--- src/rtl/st_issue_queue.sv ---
// Store issue queue: a DEPTH-entry FIFO between the issue stage and the store unit, with a
// page-offset match against all occupied entries. lsu_ctrl_t must have vaddr as its leading field.

package config_pkg;
  typedef struct packed {
    int unsigned VLEN;
    int unsigned TRANS_ID_BITS;
  } cva6_cfg_t;

  localparam cva6_cfg_t cva6_cfg_empty = '{VLEN: 32'd64, TRANS_ID_BITS: 32'd3};
endpackage

module st_issue_queue #(
  parameter config_pkg::cva6_cfg_t CVA6Cfg = config_pkg::cva6_cfg_empty,
  parameter type lsu_ctrl_t = logic,
  parameter int unsigned DEPTH = 2
) (
  input  logic                     clk_i,
  input  logic                     rst_i,
  input  logic                     flush_i,
  input  logic                     valid_i,
  input  lsu_ctrl_t                lsu_ctrl_i,
  output logic                     ready_o,
  output logic                     valid_o,
  output lsu_ctrl_t                lsu_ctrl_o,
  input  logic                     pop_st_i,
  input  logic [11:0]              page_offset_i,
  output logic                     page_offset_matches_o,
  output logic [$clog2(DEPTH):0]   count_o,
  output logic                     overflow_o
);

  localparam int unsigned PtrW   = $clog2(DEPTH);
  localparam int unsigned CntW   = PtrW + 1;
  localparam int unsigned CtrlW  = $bits(lsu_ctrl_t);
  localparam int unsigned VaddrW = CVA6Cfg.VLEN;

  lsu_ctrl_t           mem_q [DEPTH];
  lsu_ctrl_t           mem_d [DEPTH];
  logic [PtrW-1:0]     rd_ptr_q, rd_ptr_d;
  logic [PtrW-1:0]     wr_ptr_q, wr_ptr_d;
  logic [CntW-1:0]     count_q, count_d;
  logic                overflow_q, overflow_d;
  logic                push, pop;
  logic [DEPTH-1:0]    entry_hit;
  logic                unused_offset_bits;

  assign ready_o    = (count_q != CntW'(DEPTH));
  assign valid_o    = (count_q != '0);
  assign lsu_ctrl_o = mem_q[rd_ptr_q];
  assign count_o    = count_q;
  assign overflow_o = overflow_q;

  assign push = valid_i && ready_o && !flush_i;
  assign pop  = pop_st_i && valid_o && !flush_i;

  always_comb begin
    rd_ptr_d   = rd_ptr_q;
    wr_ptr_d   = wr_ptr_q;
    count_d    = count_q;
    overflow_d = overflow_q | (valid_i && !ready_o && !flush_i);
    for (int i = 0; i < DEPTH; i++) begin
      mem_d[i] = mem_q[i];
    end

    if (flush_i) begin
      rd_ptr_d = '0;
      wr_ptr_d = '0;
      count_d  = '0;
    end else begin
      if (push) begin
        mem_d[wr_ptr_q] = lsu_ctrl_i;
        wr_ptr_d        = wr_ptr_q + 1'b1;
      end
      if (pop) begin
        rd_ptr_d = rd_ptr_q + 1'b1;
      end
      count_d = count_q + CntW'(push) - CntW'(pop);
    end
  end

  always_ff @(posedge clk_i) begin
    if (rst_i) begin
      rd_ptr_q   <= '0;
      wr_ptr_q   <= '0;
      count_q    <= '0;
      overflow_q <= 1'b0;
    end else begin
      rd_ptr_q   <= rd_ptr_d;
      wr_ptr_q   <= wr_ptr_d;
      count_q    <= count_d;
      overflow_q <= overflow_d;
    end
  end

  // Payload storage carries no reset; occupancy alone decides what is live.
  always_ff @(posedge clk_i) begin
    for (int i = 0; i < DEPTH; i++) begin
      mem_q[i] <= mem_d[i];
    end
  end

  // An entry is occupied when its distance from the read pointer is below the count.
  if (CtrlW >= VaddrW && VaddrW >= 12) begin : g_match
    localparam int unsigned Base = CtrlW - VaddrW;
    for (genvar i = 0; i < DEPTH; i++) begin : g_entry
      logic [PtrW-1:0] rel;
      assign rel          = PtrW'(i) - rd_ptr_q;
      assign entry_hit[i] = ({1'b0, rel} < count_q) &&
                            (mem_q[i][Base+11:Base+3] == page_offset_i[11:3]);
    end
  end else begin : g_no_match
    assign entry_hit = '0;
  end

  assign page_offset_matches_o = |entry_hit;
  assign unused_offset_bits    = ^page_offset_i;

endmodule

--- config.mk ---
export PLATFORM = sky130hd
export DESIGN_NAME = st_issue_queue
export DESIGN_NICKNAME = d
export VERILOG_FILES = /design/src/rtl/st_issue_queue.sv
export SDC_FILE = /design/constraint.sdc
export NUM_CORES = 1
export LEC_CHECK = 0
export BUFFER_PORTS_ARGS = -buffer_cell sky130_fd_sc_hd__buf_2
export CORE_AREA = 5 5 42 44
export CTS_BUF_LIST = sky130_fd_sc_hd__clkbuf_2 sky130_fd_sc_hd__clkbuf_4 sky130_fd_sc_hd__clkbuf_8
export CTS_CLUSTER_DIAMETER = 200
export DETAILED_ROUTE_END_ITERATION = 12
export DIE_AREA = 0 0 47 49
export PLACE_DENSITY = 0.66
export SETUP_SLACK_MARGIN = 0.15
export SLEW_MARGIN = 20
export SYNTH_ARGS = -nofsm -noshare
export SYNTH_HDL_FRONTEND = slang
export SYNTH_SLANG_ARGS = --single-unit
--- constraint.sdc ---
create_clock -name clk_i -period 1.7 [get_ports clk_i]
set_input_delay 0.51 -clock clk_i [delete_from_list [all_inputs] [get_ports clk_i]]
set_output_delay 0.51 -clock clk_i [all_outputs]
set_load 0.05 [all_outputs]
==> metrics.md <==
| Metric | Value |
|---|---|
| Worst Hold Path EP | `mem_q[0]$_DFFE_PP_` |
| Worst R2R Path Depth | `9` |
| Final hold viol count | `0` |
| Seq pwr share | `0.445` |
| Ys async rst share | `0` |
| Power share of the combinational group | `0.167` |
| CP Max Fanout | `1` |
| Worst Setup Path Type | `register to output pin` |
| I/O pin count | `25` |
| Overflow after GRT | `0` |
| Switching pwr | `0.118 mW` |
| Fillers | `143` |
| Met3 wire len | `68 um` |
| Most common cell after layout, fill and taps aside | `buf_2` |
| R2r endpoint | `count_o[1]$_SDFF_PP0_` |
| Cell Chain, Critical Path | `mux2_4 -> buf_8` |
| Initial Util | `0.266` |
| First-pass GRT wire length | `1210 um` |
| Number of buffers added on ports | `11` |
| Post-route antenna net violation count | `0` |
| Die height | `49 um` |
| Mean post-synth cell area | `10.1 um2` |
| DP Cell Count | `67` |
| Cell Area, Synth | `373 um2` |
| Synth cell types | `22` |
| Largest net degree at the start of global routing | `6` |
| # H-tree levels | `1` |
| CTS tree | `built` |
| Part of the power in the clock network | `0.388` |
| Setup crit end kind | `output pin` |
| Pleak | `0.274 nW` |
| R2R Setup Slk | `160 ps` |
| Iteration-0 DRC Markers | `0` |
| Wire length on met2 | `342 um` |
| Vias in the first global route | `292` |
| CTS Sinks | `8` |
| Worst Skew | `6.51 ps` |
| CP bufs+invs | `1` |
| P&R area growth vs syn | `64.1%` |
| Crit-path max cell delay | `360 ps` |
| Arr. time, crit path | `1060 ps` |
| Reg2reg start | `count_o[1]$_SDFF_PP0_` |
| Sw Ratio | `0.260` |
| Final worst path period share | `0.922` |
| Root Driver | `clkbuf_4` |
| Core area | `0.00140 mm2` |
| Finish-stage setup viols | `0` |
| Nets | `78` |
| Place WS | `-83.4 ps` |
| Share of the synthesized area in the top cell type | `0.322` |
| Final WL | `797 um` |
| Max Fclk | `638 MHz` |
| Max clock buf depth | `2` |
| CP delay by family, top | `flip-flops` |
| Commonest cells after routing, fill and taps aside | `buf_2, buf_4, nor2_1, dfxtp_1, clkbuf_4` |
| WHS | `443 ps` |
| Seq/Total Area, Yosys | `0.483` |
| Tmin final | `1570 ps` |
| Syn_nets | `57` |
| Post-Layout Cell Count | `73` |
| FP Rows | `14` |
| Ranking of synthesized cells by area | `dfxtp_1, edfxtp_1, ha_1, xnor2_1, nor2_1` |
| Syn. warnings | `0` |
| Placer Congestion | `0.667` |
| Clk pin slew, worst setup/hold paths | `60 ps` |
| Required time worst endpoint | `1190 ps` |
| Top sig layer | `met4` |
| Outcome | `finished clean` |
| Clk Latency, worst-skew pair | `260 ps` |
| #FFs+latches synth | `8` |
| Number of synthesized flops with an enable pin | `2` |
| Hold WC Path Type | `input pin to register` |
| Layout cell share with drive strength beyond 1 | `0.596` |
| Final WS setup | `133 ps` |
| Worst IR Drop VDD | `0.270 mV` |
| Nature of the critical path startpoint | `register` |
| Pwr Density | `746 mW/mm2` |
| RSZ-0062 raised after global routing | `true` |
| Via/cell ratio | `4.16` |
| Pre-Repair DR Iteration Count | `1` |
| DR vias | `304` |
| Gr usage total | `0.0785` |
| Die ar. | `0.00230 mm2` |
| Cell-internal power | `0.338 mW` |
| Post-synth top area cell | `dfxtp_1` |
| CP max-delay cell | `edfxtp_1` |
| TritonCTS Buffers | `3` |
| Post-Synthesis Cells | `37` |
| Die W | `47 um` |
| DR WL/cell | `10.9 um` |
| Worst hold start | `lsu_ctrl_i` |
| Main synth FF type | `dfxtp_1` |
| Post-Route M1 WL | `354 um` |
| Slew Limit Fails | `0` |
| Hold Path Stages | `1` |
| Ant diodes | `0` |
| Initial antenna violation count | `0` |
| Max Cap Viol | `0` |
| Drt drc | `0` |
## area by class of cell
cell class,count,area [um2],share of cell area
clock buffers,4,30.0,0.0491
inverters,3,16.3,0.0266
multi-input cells,25,228,0.372
flip-flops and latches,8,188,0.307
well taps,16,20.0,0.0327
repair buffers,17,130,0.213
## logic make-up after synthesis
logic type	synth area share
AO/OA/AOI/OAI	0.0570
flip-flops	0.483
buffers and inverters	0.0503
AND/OR/NAND/NOR	0.232
multiplexers	0.0302
adder cells (fa/ha/maj)	0.0671
XOR/XNOR	0.0705
other	0.0101
## cell usage after synthesis (all sizes together) (2+ instances only)
cell / count
and2: 2
dfxtp: 6
edfxtp: 2
ha: 2
inv: 3
nand2: 2
nor2: 4
nor2b: 2
nor3: 2
xnor2: 2
## worst max path at each step
stage | from | endpoint | slack, ps | depth (start not counted)
global route | count_o[1]$_SDFF_PP0_ | count_o[1]$_SDFF_PP0_ | 90 | 9
floorplan | count_o[1]$_SDFF_PP0_ | count_o[1]$_SDFF_PP0_ | 40 | 9
global placement | flush_i | count_o[1]$_SDFF_PP0_ | -70 | 9
CTS | register | lsu_ctrl_o | 120 | 2
finish | mem_q[0]$_DFFE_PP_ | lsu_ctrl_o | 130 | 2
detailed placement | flush_i | count_o[1]$_SDFF_PP0_ | -80 | 9
## metal layers
| layer | global-route usage | vias to the layer above |
|---|---|---|
| li1 | - | 160 |
| met1 | 0.0980 | 129 |
| met2 | 0.0950 | 12 |
| met3 | 0.0369 | 3 |
| met4 | 0.0691 | 0 |
| met5 | 0 | - |
## timing repair
action	CTS	global route
hold buffers	0	0
setup buffers	2	0
endpoints found under the setup margin	3	4
resized for setup	9	2
gates cloned	0	0
## power groups by stage
stage,Combinational (mW),Clock [mW],Sequential [mW]
finish,0.0760,0.177,0.203
floorplan,0.0407,0,0.211
CTS,0.0748,0.189,0.203
detailed placement,0.0672,0,0.207
global route,0.0815,0.196,0.203
global placement,0.0656,0,0.207
## metrics by stage
| step | cell area (um2) | util | setup TNS, ps | power, mW |
|---|---|---|---|---|
| finish | 612 | 0.437 | 0 | 0.456 |
| global route | 612 | 0.437 | 0 | 0.481 |
| CTS | 604 | 0.431 | 0 | 0.466 |
| detailed placement | 531 | 0.379 | -83.4 | 0.274 |
| global placement | 531 | 0.379 | -69.6 | 0.272 |
| floorplan | 433 | - | 0 | 0.252 |
Note: power is estimated with default switching activity, not from simulation.
